$ cat src/rtl/mem_port_arbiter_pkg.sv
// Shared encodings for the fetch/data memory-port arbiter.
package mem_port_arbiter_pkg;

    typedef enum logic [1:0] {
        ST_IDLE   = 2'b00,
        ST_ACCESS = 2'b01,
        ST_RESP   = 2'b10
    } arb_state_t;

    localparam logic SEL_FETCH = 1'b0;
    localparam logic SEL_DATA  = 1'b1;

endpackage

$ cat src/rtl/mem_port_arbiter.sv
// Arbitrates the single-ported memory between instruction fetch and data access,
// sequencing a fixed-latency access and returning read data with a done pulse.
module mem_port_arbiter
    import mem_port_arbiter_pkg::*;
#(
    parameter int unsigned size = 16,
    parameter int unsigned LAT  = 2
) (
    input  logic            clk,
    input  logic            rst,
    input  logic            if_req,
    input  logic [size-1:0] if_addr,
    output logic            if_done,
    output logic [size-1:0] if_rdata,
    input  logic            dm_req,
    input  logic            dm_we,
    input  logic [size-1:0] dm_addr,
    input  logic [size-1:0] dm_wdata,
    output logic            dm_done,
    output logic [size-1:0] dm_rdata,
    output logic            sel,
    output logic            mem_en,
    output logic            mem_we,
    output logic [size-1:0] mem_addr,
    output logic [size-1:0] mem_wdata,
    input  logic [size-1:0] mem_rdata
);

    localparam int unsigned CNT_W = $clog2(LAT) + 1;

    arb_state_t       r_state;
    arb_state_t       w_state_nxt;
    logic [CNT_W-1:0] r_cnt;
    logic             r_last;
    logic             w_grant;
    logic             w_start;
    logic             w_finish;
    logic             w_retire;
    logic             w_last_beat;
    logic [size-1:0]  w_mux_addr;
    logic [size-1:0]  w_mux_wdata;
    logic             w_mux_we;

    // On a conflict the requester not served last wins.
    always_comb begin
        w_grant = SEL_FETCH;
        if (if_req && dm_req) begin
            w_grant = (r_last == SEL_DATA) ? SEL_FETCH : SEL_DATA;
        end else if (dm_req) begin
            w_grant = SEL_DATA;
        end
    end

    // 2:1 mux ahead of the address/write-data latches
    assign w_mux_addr  = (w_grant == SEL_DATA) ? dm_addr  : if_addr;
    assign w_mux_wdata = (w_grant == SEL_DATA) ? dm_wdata : '0;
    assign w_mux_we    = (w_grant == SEL_DATA) && dm_we;
    assign w_last_beat = (r_cnt == CNT_W'(LAT - 1));

    always_ff @(posedge clk or posedge rst) begin
        if (rst) begin
            r_state <= ST_IDLE;
        end else begin
            r_state <= w_state_nxt;
        end
    end

    always_comb begin
        w_state_nxt = r_state;
        w_start     = 1'b0;
        w_finish    = 1'b0;
        w_retire    = 1'b0;
        case (r_state)
            ST_IDLE: begin
                if (if_req || dm_req) begin
                    w_state_nxt = ST_ACCESS;
                    w_start     = 1'b1;
                end
            end
            ST_ACCESS: begin
                if (w_last_beat) begin
                    w_state_nxt = ST_RESP;
                    w_finish    = 1'b1;
                end
            end
            ST_RESP: begin
                w_state_nxt = ST_IDLE;
                w_retire    = 1'b1;
            end
            default: begin
                w_state_nxt = ST_IDLE;
            end
        endcase
    end

    // Grant latches, access counter, read capture and done pulses.
    always_ff @(posedge clk or posedge rst) begin
        if (rst) begin
            r_cnt     <= '0;
            r_last    <= SEL_DATA;
            sel       <= SEL_FETCH;
            mem_en    <= 1'b0;
            mem_we    <= 1'b0;
            mem_addr  <= '0;
            mem_wdata <= '0;
            if_rdata  <= '0;
            dm_rdata  <= '0;
            if_done   <= 1'b0;
            dm_done   <= 1'b0;
        end else begin
            if (w_start) begin
                sel       <= w_grant;
                mem_addr  <= w_mux_addr;
                mem_wdata <= w_mux_wdata;
                mem_we    <= w_mux_we;
                mem_en    <= 1'b1;
                r_cnt     <= '0;
            end
            if (r_state == ST_ACCESS) begin
                r_cnt <= r_cnt + CNT_W'(1);
            end
            if (w_finish) begin
                mem_en  <= 1'b0;
                mem_we  <= 1'b0;
                if_done <= (sel == SEL_FETCH);
                dm_done <= (sel == SEL_DATA);
                if (!mem_we) begin
                    if (sel == SEL_DATA) begin
                        dm_rdata <= mem_rdata;
                    end else begin
                        if_rdata <= mem_rdata;
                    end
                end
            end
            if (w_retire) begin
                if_done <= 1'b0;
                dm_done <= 1'b0;
                r_last  <= sel;
            end
        end
    end

endmodule

$ cat config.mk
export PLATFORM = sky130hd
export DESIGN_NAME = mem_port_arbiter
export DESIGN_NICKNAME = d
export VERILOG_FILES = /design/src/rtl/mem_port_arbiter_pkg.sv /design/src/rtl/mem_port_arbiter.sv
export SDC_FILE = /design/constraint.sdc
export NUM_CORES = 1
export LEC_CHECK = 0
export ABC_AREA = 1
export CAP_MARGIN = 20
export CORE_ASPECT_RATIO = 0.7
export CORE_MARGIN = 10
export CORE_UTILIZATION = 39
export DETAILED_ROUTE_END_ITERATION = 12
export HOLD_SLACK_MARGIN = 0.05
export PLACE_DENSITY = 0.86
export RECOVER_POWER = 25
export REMOVE_ABC_BUFFERS = 1
export SETUP_SLACK_MARGIN = 0.15
export SLEW_MARGIN = 20
export SYNTH_ARGS = -nofsm -noshare
export SYNTH_HDL_FRONTEND = slang
export SYNTH_SLANG_ARGS = --single-unit
$ cat constraint.sdc
create_clock -name clk -period 2.2 [get_ports clk]
set_input_delay 0.44 -clock clk [delete_from_list [all_inputs] [get_ports clk]]
set_output_delay 0.44 -clock clk [all_outputs]
set_load 0.03 [all_outputs]
==> flow_summary_export.csv <==
group,metric,value,unit
outcome,status,"complete, no violations",
drt,drtAntennaViolNets,0,
layout,syn_to_final_growth,52.61,%
timing,hold_viol_final,0,
timing,hold_ws,468.6,ps
timing,setup_viol,0,
worst_setup_path,crit_required,1760,ps
worst_setup_path,path_max_fanout,5,
worst_setup_path,path_buf_inv,1,
timing,fin_crit,1955,ps
layout,stdcell_count,618,
synth,ys_ff_latch,74,
timing,fin_crit_sh,0.8884,
synth,yosys-top-cells-area,"dfrtp_1, nand2_1, nand3_1",
grt,grt_max_degree,35,
synth,synth_top_area_share,0.5530,
worst_setup_path,max_stage_delay,740,ps
drt,drt_iter0_drc,183,
grt,grt_pass1_vias,3062,
worst_setup_path,path_cells,"clkdlybuf4s50_1",
clocking,insertion_delay,320,ps
worst_setup_path,critPathKind,"reg2out",
grt,grt_util_all_layers,0.1575,
synth,syn_area,0.003303,mm2
timing,clock_skew,6.621,ps
drt,vias,3006,
synth,syn_inst,377,
clocking,cts_tree,"built",
floorplanning,rows,27,
clocking,clkTransAtPathRegs,60,ps
clocking,cts_setup_buffers,0,
synth,ys_warn_count,0,
clocking,clk_path_buf_depth,2,
clocking,ctsHoldBuffers,0,
floorplanning,initial_core_util,0.4108,
floorplanning,dieArea,0.01261,mm2
grt,antenna_found_initial,0,
clocking,ctsResizeCount,0,
clocking,cts.sinks,74,
worst_setup_path,critPathLaunch,"sel",
floorplanning,die_width,130.0,um
worst_setup_path,crit_slowest_cell,"clkdlybuf4s50_1",
hold_path,hold_start,"if_rdata[1]",
synth,ys_seq_area_frac,0.5610,
timing,rsz0062_at_grt,"no",
run,drv_cap,0,
drt,routed_via_density,4.864,
synth,synth.distinct_cells,23,
layout,drive_gt1_frac,0.07544,
worst_setup_path,timing.rr.start,"mem_we",
floorplanning,num_io_pins,138,
clocking,htree_num_levels,3,
layout,nets,584,
grt,grt_pass1_wl,16040,um
power_and_ir_drop,power_density,1595,mW/mm2
timing,slew_headroom,0.3987,
place,portBuffers,137,
drt,drc,0,
hold_path,hold_path.class,"reg2reg",
place,gp_congestion,0.7734,
clocking,cts_root_buf,"clkbuf_16",
layout,diodes,0,
place,dp_cells,604,
synth,postSynthAreaPerCell,8.762,um2
worst_setup_path,critical-path-top-delay-family,"buffers and inverters",
power_and_ir_drop,p_leak,2.412,nW
timing,fmax,511.6,MHz
worst_setup_path,startpoint_type,"flip-flop",
worst_setup_path,critPathArrivalTime,1510,ps
drt,drt_wl_total,9973,um
synth,synth_top_area_cell,"dfrtp_1",
timing,drv_slew,0,
place,place_area,0.004735,mm2
power_and_ir_drop,irDropWorstVdd,0.5642,mV
drt,wl_per_cell,16.14,um
layout,finalInstanceArea,0.005041,mm2
worst_setup_path,end_kind,"output port",
clocking,numCtsBuffers,9,
drt,first_pass_iters,4,
timing,worst_pin_slew,900.9,ps
place,dpl.hpwl,7522,um
grt,grt.overflow.total,0,
floorplanning,die_y,97,um
floorplanning,core_area,0.008040,mm2
[path summary, 6_finish.rpt]
kind	to	slack (ps)	cells after the start
min in group asynchronous	if_rdata[14]	760	2
hold reg to reg	if_rdata[1]	470	2
setup / recovery	sel	250	1
setup reg to reg	dm_rdata[9]	480	5
hold / removal	if_rdata[1]	470	2
max in group asynchronous	r_last	730	3
[layer usage]
layer,track usage,vias up,wire (um)
li1,-,1466,-
met5,0,-,0
met1,0.1822,1419,3899
met2,0.2616,108,5035
met3,0.06257,13,888
met4,0.04623,0,150
[worst register-to-register path, cell delays in order (launching register included)]
cell and delay, ps:
dfrtp_1 410, inv_2 320, nand2_2 290, nor2_4 420
nand2_1 100, nand2_1 110
[metrics by stage]
stage	power [W]	setup slack, ps	TNS (ps)	utilization
after floorplan	0.004733	-120.0	-8758	-
after global placement	0.006477	343.9	0	0.5889
after detailed placement	0.006616	324.8	0	0.5889
after CTS	0.008146	226.9	0	0.6270
after global routing	0.008563	195.7	0	0.6270
final	0.008039	245.4	0	0.6270
[cells in the final DEF, fill, tap and decap left out, drive strengths merged]
master / instances
dlygate4sd3: 1
bufinv: 2
clkinvlp: 1
dfstp: 1
or2: 2
clkinv: 2
nor2: 9
nand3: 53
o21ai: 21
clkbuf: 9
ha: 1
inv: 26
clkdlybuf4s50: 136
nand2: 156
nand3b: 16
nand4: 1
buf: 7
dfrtp: 73
[synth_stat cells (all sizes together)]
cell    number
o21ai       21
clkbuf       4
or2          2
nand2      156
nor2         9
nand3       53
buf         14
nand3b      16
dfrtp       73
nand4        1
dfstp        1
inv         26
ha           1
[power breakdown]
part	switching [W]	internal, W
logic	0.00259	0.00156
clock network	0.000511	0.000979
registers	0.000385	0.00202
[flip-flops by register name (all words and copies together) (netlist names)]
register	cells
mem_en	1
mem_wdata	16
dm_done	1
sel	1
if_done	1
dm_rdata	16
r_cnt	2
if_rdata	16
mem_we	1
r_state	2
r_last	1
mem_addr	16
[logic make-up (layout without fill, tap and decap cells)]
logic type | after synthesis | in the layout | synth area share
buffers and inverters | 44 | 184 | 0.07311
adder cells (fa/ha/maj) | 1 | 1 | 0.003787
AO/OA/AOI/OAI | 21 | 21 | 0.03182
AND/OR/NAND/NOR | 237 | 237 | 0.3303
flip-flops | 74 | 74 | 0.5610
[final cells by class]
class / instances / area, um2
Tap cell: 101 / 126.4
Clock buffer: 9 / 225.2
Sequential cell: 74 / 1853
Fill cell: 663 / 2999
Clock inverter: 5 / 81.33
Timing Repair Buffer: 144 / 1449
Inverter: 26 / 97.59
Multi-Input combinational cell: 259 / 1209
(Power assumes the default switching activity.)
